`src/rtl/cmd_trace_buf.sv`:
```
// Timestamped event trace buffer for cmd_gen outputs: logs changes of stage vector/command
// type into a first-word-fall-through FIFO drained through a valid/ready port.
module cmd_trace_buf #(
   parameter int g_depth          = 8,
   parameter int g_drop_cnt_width = 8
) (
   input  logic                         clk,
   input  logic                         rst,
   input  logic [7:0]                   cmd_type,
   input  logic [15:0]                  clk_cnt,
   input  logic                         stage1,
   input  logic                         stage2,
   input  logic                         stage3,
   input  logic                         stage4,
   input  logic                         capture_en,
   input  logic                         clear_ovf,
   output logic [27:0]                  ev_data,
   output logic                         ev_valid,
   input  logic                         ev_ready,
   output logic [$clog2(g_depth):0]     ev_level,
   output logic                         overflow,
   output logic [g_drop_cnt_width-1:0]  drop_cnt
);

   localparam int PW = $clog2(g_depth);
   localparam int LW = PW + 1;

   logic [27:0]   mem [g_depth];
   logic [PW-1:0] wr_ptr, rd_ptr;
   logic [LW-1:0] level;
   logic [3:0]    stages, stages_q;
   logic [7:0]    cmd_q;
   logic          event_det, push, pop, full, wr_en, drop;

   assign stages    = {stage4, stage3, stage2, stage1};
   assign event_det = (stages != stages_q) || (cmd_type != cmd_q);
   assign push      = event_det && capture_en;
   assign pop       = (level != '0) && ev_ready;
   assign full      = (level == LW'(g_depth));
   // A pop frees the head slot at the same edge, so a full FIFO still accepts the push.
   assign wr_en     = push && (!full || pop);
   assign drop      = push && full && !pop;

   assign ev_valid = (level != '0);
   assign ev_level = level;
   assign ev_data  = mem[rd_ptr];

   always_ff @(posedge clk) begin
      if (rst) begin
         mem      <= '{default: '0};
         wr_ptr   <= '0;
         rd_ptr   <= '0;
         level    <= '0;
         stages_q <= '0;
         cmd_q    <= '0;
      end else begin
         stages_q <= stages;
         cmd_q    <= cmd_type;
         if (wr_en) begin
            mem[wr_ptr] <= {stages, cmd_type, clk_cnt};
            wr_ptr      <= wr_ptr + 1'b1;
         end
         if (pop) rd_ptr <= rd_ptr + 1'b1;
         if (wr_en && !pop)      level <= level + 1'b1;
         else if (pop && !wr_en) level <= level - 1'b1;
      end
   end

   // A drop in the clearing cycle wins and counts as the first drop after the clear.
   always_ff @(posedge clk) begin
      if (rst) begin
         overflow <= 1'b0;
         drop_cnt <= '0;
      end else if (drop) begin
         overflow <= 1'b1;
         if (clear_ovf)              drop_cnt <= g_drop_cnt_width'(1);
         else if (drop_cnt != '1)    drop_cnt <= drop_cnt + 1'b1;
      end else if (clear_ovf) begin
         overflow <= 1'b0;
         drop_cnt <= '0;
      end
   end

endmodule

```
`config.mk`:
```
export PLATFORM = sky130hd
export DESIGN_NAME = cmd_trace_buf
export DESIGN_NICKNAME = d
export VERILOG_FILES = /design/src/rtl/cmd_trace_buf.sv
export SDC_FILE = /design/constraint.sdc
export NUM_CORES = 1
export LEC_CHECK = 0
export ABC_AREA = 1
export ABC_CLOCK_PERIOD_IN_PS = 6850
export CAP_MARGIN = 40
export CELL_PAD_IN_SITES_DETAIL_PLACEMENT = 2
export CELL_PAD_IN_SITES_GLOBAL_PLACEMENT = 2
export CORE_AREA = 2 2 184 186
export DETAILED_ROUTE_END_ITERATION = 10
export DIE_AREA = 0 0 186 188
export GPL_TIMING_DRIVEN = 0
export PLACE_DENSITY = 0.9
export SYNTH_ARGS = -nofsm -noshare
export SYNTH_HDL_FRONTEND = slang
export SYNTH_SLANG_ARGS = --single-unit
```
`constraint.sdc`:
```
create_clock -name clk -period 6.85 [get_ports clk]
set_input_delay 1.37 -clock clk [delete_from_list [all_inputs] [get_ports clk]]
set_output_delay 1.37 -clock clk [all_outputs]
set_load 0.01 [all_outputs]
```
# Yosys cells after proc, flatten, opt, wreduce, memory -nomap -nowiden
# Cells that the tools add are included.
# word_totals
register_bits,255
input_bits,33
out_inout_bits,42
elab_cells,61
# classes
add_sub_neg,5
order_cmp,3
n_eq_ne,4
n_mux,14
n_bitwise,2
n_reduce_logical,18
# ops
cell,n
224-bit bitwise mux,1
28-bit binary-select mux with 3-bit select,1
28-bit demux with 3-bit select,1
28-bit two-way mux,3
8-bit two-way mux,4
"8-bit by 1-bit adder with 8-bit output, second input constant",1
"4-bit >= comparator, second input constant",2
1-bit logical AND,8
4-bit two-way mux,2
8-bit != test,1
"8-bit != test, second input constant",1
3-bit inverter with 4-bit output,2
"3-bit by 1-bit adder with 3-bit output, second input constant",2
2-bit nonzero test,3
"4-bit by 1-bit adder with 4-bit output, second input constant",1
"4-bit equality test, second input constant",1
"4-bit by 1-bit less-than comparator with 1-bit output, second input constant",1
4-bit != test,1
4-bit nonzero test,1
"4-bit by 1-bit subtractor with 4-bit output, second input constant",1
1-bit zero test,3
1-bit logical OR,2
1-bit two-way mux,2
2-bit AND reduction,1

# Longest topological paths before layout
# depth
word_depth,8
depth_mapped,22
mapped_depth_nobuf,19

# Worst setup path before layout
# No wires, ideal clock.
# synth_timing
path_type,input -> register
from,input stage3
to,"register level[3], in the netlist ev_level[3]"
setup_time_ns,0.120
arrival_ns,3.526
required_time_ns,6.730
path_slack_ns,3.204
cell_stages,22
n_path_buf,3
cell_sequence,buf_4 inv_2 nand2_1 nand2_1 nand2_1 nor2_1 nand3_2 nand3_4 inv_4 buf_8 buf_4 ha_1 inv_1 ha_1 nand2_1 nand2_1 a21oi_1 nor2_1 nor2_1 nand2_1 o21ai_0 a21oi_1
# synth_between
elab_chain_cells,7
elab_cells_between_ends,9
cone_classes,eq/ne (1); mux (1); reduce/logical (7)
# synth_lines
item,line,text
"start, declared",13,"input logic stage3,"
4-bit != test (*),36,assign event_det = (stages != stages_q) || (cmd_type != cmd_q);
1-bit logical OR (*),36,
1-bit logical AND (*),37,assign push = event_det && capture_en;
1-bit logical AND (*),41,assign wr_en = push && (!full || pop);
via wr_en,33,"logic event_det, push, pop, full, wr_en, drop;"
1-bit zero test,65,else if (pop && !wr_en) level <= level - 1'b1;
1-bit logical AND,65,
2-bit nonzero test (no source line),--,
"end signal, assigned",64,if (wr_en && !pop) level <= level + 1'b1;
"end signal, assigned",65,
"end, declared",30,logic [LW-1:0] level;
# Mark *: on every way through the listed nets, which the timed path passes. The rest lies on a longest branch.
# A chain may end at the register's enable or synchronous reset.

# Final worst setup path
# layout_timing
from,register rd_ptr[0]
to,output ev_data[4]
# layout_between
elab_chain_cells,4
# layout_lines
item,line,text
"start, declared",29,"logic [PW-1:0] wr_ptr, rd_ptr;"
"start signal, assigned",63,if (pop) rd_ptr <= rd_ptr + 1'b1;
3-bit inverter with 4-bit output (implied by the code),46,assign ev_data = mem[rd_ptr];
28-bit binary-select mux with 3-bit select,46,
28-bit two-way mux (implied by the code) (2 in series),46,
"end, declared",17,"output logic [27:0] ev_data,"
# No other way between the ends. The select of a mux whose other input is x is not followed.

==> run metrics <==
commonest non-fill, non-tap cell in the layout=dfxtp_1; highest-delay cell along the critical path=clkdlybuf4s50_1; HP Class=flop to flop; 1st-iter DRT viols=~1100; PwrDens=349 nW/um^2; post-cts sizing count=0; Total Power=around 4.9 mW; R2R setup slack=between 3 and 4 ns; crit path from=rd_ptr[0]; vias per cell=about 6.1; Slew HR=32.0%; global route total overflow=0; clk sinks=about 260; postcts setup bufs=0; PnR worst setup slack=1.65 ns; row cnt=between 60 and 70; worst-margin pin slew=a little over 1 ns; Area contributors post-synth=dfxtp_1 (42%), nand3_1 (9.9%), a21oi_1 (8.3%), nand2_1 (7.6%), nor2_1 (7.3%); CTS Root Cell=clkbuf_16; FILL cells=about 3700; Yosys top cell area share=between 40 and 50%; Worst R2R Path Depth=19; synthesized cell area=roughly 12000 sq um; Routed WL=between 60 and 70 mm; initial antenna violation count=1; pin count of the biggest net entering global routing=15; Detail Route Antenna Nets=0; hpwl dp=38.2 mm; Crit path depth=7; Final min period=just over 5 ns; VDD IR max=roughly 0.00023 V; Async SR Flop Fraction=0%; worst slack, placed=between 2 and 2.5 ns; final hold vios=0; initial core utilization=36.4%; H-Tree Depth=1; worst skew pair latency=just under 0.6 ns; Die W=~190 um; Placer Congestion=between 0.8 and 0.9; first-pass GRT wire length=between 90 and 100 mm; DR vias=13510; f_max=slightly below 200 MHz; Synth cell types=34; fin crit share=75.9%; status=finished clean; area of the multi-input gates=5890 sq um; CP top delay family=buffers and inverters; post-synth top area cell=dfxtp_1; Max Cap Viol=0; RSZ-0062 raised after global routing=false; Warnings, synthesis=0; CTS clk-pin slew, worst paths=~0.06 ns; cells after synthesis=approximately 1700; synthesized net count=between 1500 and 2000; total leakage power=4.73 nW; Avg Cell Area, Syn=7.23 sq um; Worst setup EP type=output port; layout cell share with drive strength beyond 1=a little under an eighth; CTS Buf Count=31; Fin Setup TNS=0 ns; diode count=0; critical path type=flop to output port; Setup Viol. Count Final=0; IO buf count=between 40 and 50; Synth Register Bits=about 260; Die Y=~190 um; critical path buffer and inverter count=3; Most used DFF post-synth=dfxtp_1; vias in the first global route=about 15000; CP dominant cell by count=nor2_1; Arrival @ worst endpoint=3.83 ns; Longest Clk Path Bufs=3; DRC Markers=0; Setup crit start kind=flop; crit-path cells=clkbuf_1, buf_1, nor2_1, o22ai_1, nor2_1, a31oi_1, clkdlybuf4s50_1; Post-synth EDFFs=0; core area=roughly 33000 sq um; worst setup path endpoint=ev_data[4]; drt pass-1 iters=5; routed len/inst=about 28 um; sequential share of the synthesized area=between 40 and 50%; Critical Path RT=5.48 ns; Clock Skew=roughly 0.020 ns; NumNets Final=1787; cts hold-fix bufs=0; most frequent cells in the layout=dfxtp_1 (255), nand2_1 (243), nand3_1 (238), nor2_1 (233), a21oi_1 (201); I/O pin count=75; FF/Latch Area=between 5000 and 6000 sq um; slowest stage delay, CP=0.62 ns; DP Cell Count=between 2000 and 2500; final cell count without fillers=2219; die area=between 30000 and 40000 sq um; CTS tree=built; Global Route Usage Sum=36.4%; reg2reg start=cmd_q[0]; max-slew violations=0; post-layout util=42.5%; reg2reg end=ev_level[3]; crit path max fanout=10; area grow syn2layout=16.5%
==> synthesized netlist by cell type, types with 2 or more instances <==
cell type,count
nand3_1,238
nand4_1,2
inv_2,7
inv_1,33
o21ai_0,120
nor2_1,233
a21oi_2,40
nor3_1,3
xnor2_1,5
buf_12,4
dfxtp_1,255
nand2_8,2
nand2_1,243
buf_2,11
ha_1,6
o22ai_1,28
buf_6,12
a31oi_1,28
clkbuf_1,94
xor2_1,5
nand2_2,46
a21oi_1,201
buf_1,11
buf_4,31
==> cell type report <==
type,count,share of cell area [%]
Multi-Input combinational cell,1208,41.9
Sequential cell,255,36.3
Buffer,164,6.49
Clock buffer,50,6.45
Tap cell,448,3.99
Timing Repair Buffer,46,3.28
Inverter,41,1.11
Clock inverter,7,0.472
==> layer usage <==
metal,share of wire (%),up-vias,track usage [%]
met5,0.017,-,0
met4,4.7,2,17.2
met3,6.8,234,6.08
met2,48,616,61.6
met1,40,6915,44.7
li1,-,5743,-
==> worst min path at each step <==
stage	endpoint	startpoint	cells past startpoint
3_5_place_dp	mem[191]	mem[191]	2
3_3_place_gp	mem[42]	mem[42]	2
5_1_grt	mem[89]	mem[89]	2
2_1_floorplan	mem[35]	mem[35]	2
4_1_cts	mem[41]	mem[41]	2
6_report	mem[71]	mem[71]	2
==> kinds of logic (layout without fill, tap and decap cells) <==
group / count (synthesis) / after routing / share of synthesized area (%)
and+or+nand+nor: 772 / 772 / 28.1
AOI/OAI and AO/OA: 419 / 419 / 19.3
DFF: 255 / 255 / 42.3
buffers and inverters: 205 / 308 / 8.86
xor gates and xnor gates: 10 / 10 / 0.726
adders and majority gates: 7 / 7 / 0.788
==> worst min-delay path, delay by kind of cell (launching register included) <==
kind             cells  cell delay [ns]
AO/OA/AOI/OAI        1             0.05
flip-flops           1             0.31
AND/OR/NAND/NOR      1             0.06
==> through the flow <==
stage | instance area (sq um) | hold slack (ns)
global placement | 13100 | 0.444
floorplan | 12100 | 0.436
global route | 14100 | 0.481
CTS | 14100 | 0.461
detailed placement | 13100 | 0.451
finish | 14100 | 0.466
==> sequential cells by signal, indices dropped and copies added, names as in the netlist <==
signal	cells
overflow	1
rd_ptr	3
cmd_q	8
ev_level	4
drop_cnt	8
wr_ptr	3
mem	224
stages_q	4
==> report_power, final <==
group / internal, mW / leakage [nW] / total [mW] / switching [mW]
Sequential: 1.55 / 2.07 / 1.61 / 0.0659
Clock: 0.938 / 0.480 / 1.66 / 0.721
Combinational: 0.512 / 2.19 / 1.63 / 1.12
Note: power is estimated with default switching activity, not from simulation.
==> RTL change 1: new RTL, config.mk and constraints unchanged <==
Set the parameter `g_depth` to 4 (it was 8).
--- a/src/rtl/cmd_trace_buf.sv
+++ b/src/rtl/cmd_trace_buf.sv
@@ -2,5 +2,5 @@
 // type into a first-word-fall-through FIFO drained through a valid/ready port.
 module cmd_trace_buf #(
-   parameter int g_depth          = 8,
+   parameter int g_depth          = 4,
    parameter int g_drop_cnt_width = 8
 ) (
Ports: changed (resized ev_level); port bits go from 75 to 74. The function was not compared with the original's and may differ.
==> RTL change 1 against the unedited design <==
Register-to-register slack better by 0.67 ns; clock skew is 0.0070 ns lower; worst hold slack worse by 0.0025 ns; synthesized area is 49% lower; synthesized cell count is 49% lower; sequential cell count is 115 lower; count of clock-buffer cells in the layout is 32 lower; total power is 45% lower; largest cell class unchanged; via count is 52% lower; routed wire length is 59% lower; design area is 43% lower; setup slack better by 0.64 ns.
==> RTL change 1: results (changes against the unedited design) <==
Clock network:
- The clock latency of the later-clocked register in the worst-skew pair is 0.44 ns (was 0.59 ns).
- The total number of H-tree levels came to 4 (was 1).
- The maximum count of clock buffers along a single path is 2 (was 3).
- The CTS buffer count is 17 (was 31).

GRT:
- The maximum number of pins on one net before global-route repair is 17 (was 15).
- The combined global-route utilization of all metal layers is 15.41% (was 36.38%).
- The number of antenna violations at the first check in global routing is 0 (was 1).
- The first-pass GRT wire length is 41.14 mm (was 96.72 mm).

Logic synthesis:
- The synthesized-area fraction occupied by xor and xnor cells is 1.280% (was 0.7261%).
- The proportion of synthesized chip area in sequential cells is 45.50% (was 42.32%).
- The count of different cell masters after synthesis is 26 (was 34).
- Top cell types by occurrence after synthesis: 159 x sky130_fd_sc_hd__nand2_1, 140 x sky130_fd_sc_hd__dfxtp_1, 124 x sky130_fd_sc_hd__a21oi_1, 124 x sky130_fd_sc_hd__nand3_1, 84 x sky130_fd_sc_hd__nor2_1 (was 255 x sky130_fd_sc_hd__dfxtp_1, 243 x sky130_fd_sc_hd__nand2_1, 238 x sky130_fd_sc_hd__nand3_1, 233 x sky130_fd_sc_hd__nor2_1, 201 x sky130_fd_sc_hd__a21oi_1).
- The synthesized area divided by synthesized cell count is 7.187 um^2 (was 7.232 um^2).
- The share of synthesized cell area in full adder, half adder and majority cells is 1.544% (was 0.7883%).
- The share of the synthesized area in compound gates (AO/OA/AOI/OAI) came to 18.36% (was 19.25%).
- The number of nets in the synthesized netlist is 897 (was 1,708).

Drt:
- The number of design-rule violations left by the first detailed-router iteration is 376 (was 1,137).
- The via density per instance is 4.634 (was 6.088).
- The aggregate routed wire length was 25.96 mm (was 62.93 mm).

Power and ir drop:
- The reported leakage power came to 2.765 nW (was 4.733 nW).

Place:
- The final estimated routing congestion in global placement is 0.7843 (was 0.8342).
- The worst slack at placement came to 2.401 ns (was 2.430 ns).
- The placed instance area is 7441 um^2 (was 13,090 um^2).
- The number of placed cells counting well taps is 1,377 (was 2,162).
- The count of port buffers added during placement is 72 (was 45).

Run status:
- Result of the run: completed (unchanged).

Critical path:
- The worst endpoint data arrival time is 3.19 ns (was 3.83 ns).

Final layout:
- The number of filler cells placed in the layout was 3,901 (was 3,737).
- The number of nets in the final layout is 988 (was 1,787).
- The total area of multi-input combinational cells is 2918 um^2 (was 5889 um^2).
- Largest registers: mem x112, cmd_q x8, drop_cnt x8 (was mem x224, cmd_q x8, drop_cnt x8).

STA:
- The actual slew at the worst max-slew pin is 0.7561 ns (was 1.020 ns).
- The final worst clock skew is 0.01285 ns (was 0.01981 ns).
[RTL change 1: final cells by class]
type | count | area share, %
inverters | 38 | 1.780
clock buffers | 18 | 5.354
clock inverters | 13 | 1.811
plain buffers | 66 | 3.700
multi-input cells | 613 | 36.40
well taps | 448 | 6.993
repair buffers | 72 | 8.992
flip-flops and latches | 140 | 34.97
[RTL change 1: path summary, 6_finish.rpt]
| kind | start | end | slack [ns] | depth (start not counted) |
|---|---|---|---|---|
| worst max-delay path | rd_ptr[0] | ev_data[24] | 2.29 | 7 |
| worst max register to register | cmd_q[0] | ev_level[2] | 4.12 | 14 |
| worst min-delay path | mem[48] | mem[48] | 0.46 | 2 |
| worst min register to register | mem[48] | mem[48] | 0.46 | 2 |
[RTL change 1: where the power goes]
| group | switching, mW | internal, mW | total, mW |
|---|---|---|---|
| sequential | 0.0388 | 0.873 | 0.911 |
| combinational | 0.535 | 0.324 | 0.859 |
| clock | 0.399 | 0.536 | 0.935 |
| total | 0.972 | 1.73 | 2.70 |
[RTL change 1: logic make-up after synthesis]
family,after synthesis
xor gates and xnor gates,9
buffers and inverters,104
adders and majority gates,7
DFF,140
AOI/OAI and AO/OA,218
and+or+nand+nor,379
[RTL change 1: layer usage]
metal  share of wire [%]  up-vias  global-route usage [%]
li1                    -     3060                       -
met1                  45     3311                   19.40
met2                  50      117                   26.45
met3                 2.9       36                   2.525
met4                 2.0        0                   5.270
met5                   0        -                       0
[RTL change 1: critical path, delay by kind of cell (launching register included)]
kind,cells,cell delay [ns]
buffers and inverters,5,2.00
AOI/OAI and AO/OA,1,0.34
DFF,1,0.32
and+or+nand+nor,1,0.10
==> RTL change 2: new RTL, same flow settings <==
Without the edit above. Register the output `drop_cnt` once more, with the module's reset; this adds one clock of latency there. The other outputs are not delayed to match.
--- a/src/rtl/cmd_trace_buf.sv
+++ b/src/rtl/cmd_trace_buf.sv
@@ -25,4 +25,6 @@
    localparam int PW = $clog2(g_depth);
    localparam int LW = PW + 1;
+
+   logic [g_drop_cnt_width-1:0] drop_cnt_s0;
 
    logic [27:0]   mem [g_depth];
@@ -71,12 +73,20 @@
       if (rst) begin
          overflow <= 1'b0;
-         drop_cnt <= '0;
+         drop_cnt_s0 <= '0;
       end else if (drop) begin
          overflow <= 1'b1;
-         if (clear_ovf)              drop_cnt <= g_drop_cnt_width'(1);
-         else if (drop_cnt != '1)    drop_cnt <= drop_cnt + 1'b1;
+         if (clear_ovf)              drop_cnt_s0 <= g_drop_cnt_width'(1);
+         else if (drop_cnt_s0 != '1)    drop_cnt_s0 <= drop_cnt_s0 + 1'b1;
       end else if (clear_ovf) begin
          overflow <= 1'b0;
+         drop_cnt_s0 <= '0;
+      end
+   end
+
+   always_ff @(posedge clk) begin
+      if (rst) begin
          drop_cnt <= '0;
+      end else begin
+         drop_cnt <= drop_cnt_s0;
       end
    end
Function: no difference found for any inputs over 4 cycles, from zero or initial values and one cycle with rst high; that may be too few to reach the edited logic, so the function may still have changed.
==> RTL change 2 against the unedited design <==
Sequential cell count rose by 8; synthesized area rose by 1.8%; setup slack got worse by 0.18 ns; maximum frequency fell by 3.4%; design area rose by 2.1%; routed wire length fell by 5.1%; clock power rose by 7%; sequential power rose by 3%; non-clock buffer count fell by 1; via count fell by 1.4%; total power rose by 2.7%; sequential share of layout area rose by 0.37 points; highest routed layer is now met4.
==> RTL change 2: results (changes against the unedited design) <==
Run status:
- Result of the run: completed (unchanged).

Logic synthesis:
- The proportion of synthesized chip area in sequential cells is 42.88% (was 42.32%).
- Top cell types by occurrence after synthesis: 263 x sky130_fd_sc_hd__dfxtp_1, 242 x sky130_fd_sc_hd__nand2_1, 237 x sky130_fd_sc_hd__nand3_1, 233 x sky130_fd_sc_hd__nor2_1, 195 x sky130_fd_sc_hd__a21oi_1 (was 255 x sky130_fd_sc_hd__dfxtp_1, 243 x sky130_fd_sc_hd__nand2_1, 238 x sky130_fd_sc_hd__nand3_1, 233 x sky130_fd_sc_hd__nor2_1, 201 x sky130_fd_sc_hd__a21oi_1).
- The number of nets in the synthesized netlist is 1,719 (was 1,708).
- Leading cell types by total area after synthesis: sky130_fd_sc_hd__dfxtp_1 43%, sky130_fd_sc_hd__nand3_1 9.7%, sky130_fd_sc_hd__a21oi_1 7.9%, sky130_fd_sc_hd__nand2_1 7.4%, sky130_fd_sc_hd__nor2_1 7.1% (was sky130_fd_sc_hd__dfxtp_1 42%, sky130_fd_sc_hd__nand3_1 9.9%, sky130_fd_sc_hd__a21oi_1 8.3%, sky130_fd_sc_hd__nand2_1 7.6%, sky130_fd_sc_hd__nor2_1 7.3%).
- The synthesized area divided by synthesized cell count is 7.313 um^2 (was 7.232 um^2).
- The count of different cell masters after synthesis is 33 (was 34).

Critical path:
- The worst endpoint data arrival time came to 4.01 ns (was 3.83 ns).
- The path depth of the worst reg2reg path is 21 (was 19).
- The peak per-stage delay on the critical path is 0.64 ns (was 0.62 ns).

Drt:
- The via density per instance is 5.966 (was 6.088).
- The number of design-rule violations left by the first detailed-router iteration is 914 (was 1,137).
- The via count came to 13,320 (was 13,510).

Clock network:
- The total number of H-tree levels is 2 (was 1).
- The CTS buffer count is 34 (was 31).
- The clock latency of the later-clocked register in the worst-skew pair is 0.55 ns (was 0.59 ns).

Place:
- The placed instance area is 13,300 um^2 (was 13,090 um^2).
- The placed wire-length estimate after detailed placement is 38.21 mm (was 38.18 mm).
- The final estimated routing congestion in global placement is 0.8587 (was 0.8342).
- The number of placed cells counting well taps is 2,173 (was 2,162).

GRT:
- The maximum number of pins on one net before global-route repair is 13 (was 15).
- The via count of the first global-routing pass is 14,820 (was 15,420).
- The first-pass GRT wire length is 90.35 mm (was 96.72 mm).

STA:
- The actual slew at the worst max-slew pin is 0.9576 ns (was 1.020 ns).

Final layout:
- The fraction of layout instances using a drive strength above 1 was 11.83% (was 11.52%).

Power and ir drop:
- The reported leakage power was 4.919 nW (was 4.733 nW).
==> RTL change 2: worst reg2reg max path: cells and delay by family, from the launching register on <==
family,cells,cell delay [ns]
flip-flops,1,0.34
buffers and inverters,5,0.81
AND/OR/NAND/NOR,11,0.98
adder cells (fa/ha/maj),2,0.53
AO/OA/AOI/OAI,3,0.43
==> RTL change 2: through the flow <==
stage	setup WS [ns]	utilization, %
final	1.467	43.34
after global routing	1.489	43.34
after CTS	1.673	43.34
after detailed placement	2.417	40.17
after global placement	2.436	40.13
after floorplan	3.225	-
==> RTL change 2: final cells by class <==
type	instances	share of cell area, %
well taps	448	3.906
multi-input cells	1204	40.95
plain buffers	163	6.599
clock buffers	52	7.035
repair buffers	46	3.217
flip-flops and latches	263	36.68
clock inverters	7	0.2964
inverters	49	1.316
==> RTL change 2: power breakdown <==
group          total, mW  switching [mW]  leakage [nW]  internal, mW
Combinational       1.62            1.10          2.27         0.517
Sequential          1.66          0.0602          2.13          1.59
Clock               1.77           0.750         0.522          1.02
Total               5.04            1.91          4.92          3.13
==> RTL change 2: final timing paths <==
| check | startpoint | endpoint | slack [ns] |
|---|---|---|---|
| setup / recovery | rd_ptr[0] | ev_data[0] | 1.47 |
| hold / removal | mem[120] | mem[120] | 0.46 |
| setup reg to reg | stages_q[3] | ev_level[3] | 3.65 |
| hold reg to reg | mem[120] | mem[120] | 0.46 |
==> RTL change 2: routing by layer <==
metal / wire length [um] / global-route usage (%) / share of wire, %
met1: 23410 / 39.86 / 39
met2: 28750 / 57.79 / 48
met3: 3113 / 5.030 / 5.2
met4: 4445 / 23.74 / 7.4
met5: 0 / 0.1429 / 0
==> RTL change 2: kinds of logic after synthesis <==
logic type / share of synthesized area [%]
buf+inv: 9.253
fa+ha+maj: 0.7745
simple gates: 27.40
flops: 42.88
compound gates: 18.84
xor+xnor: 0.8458
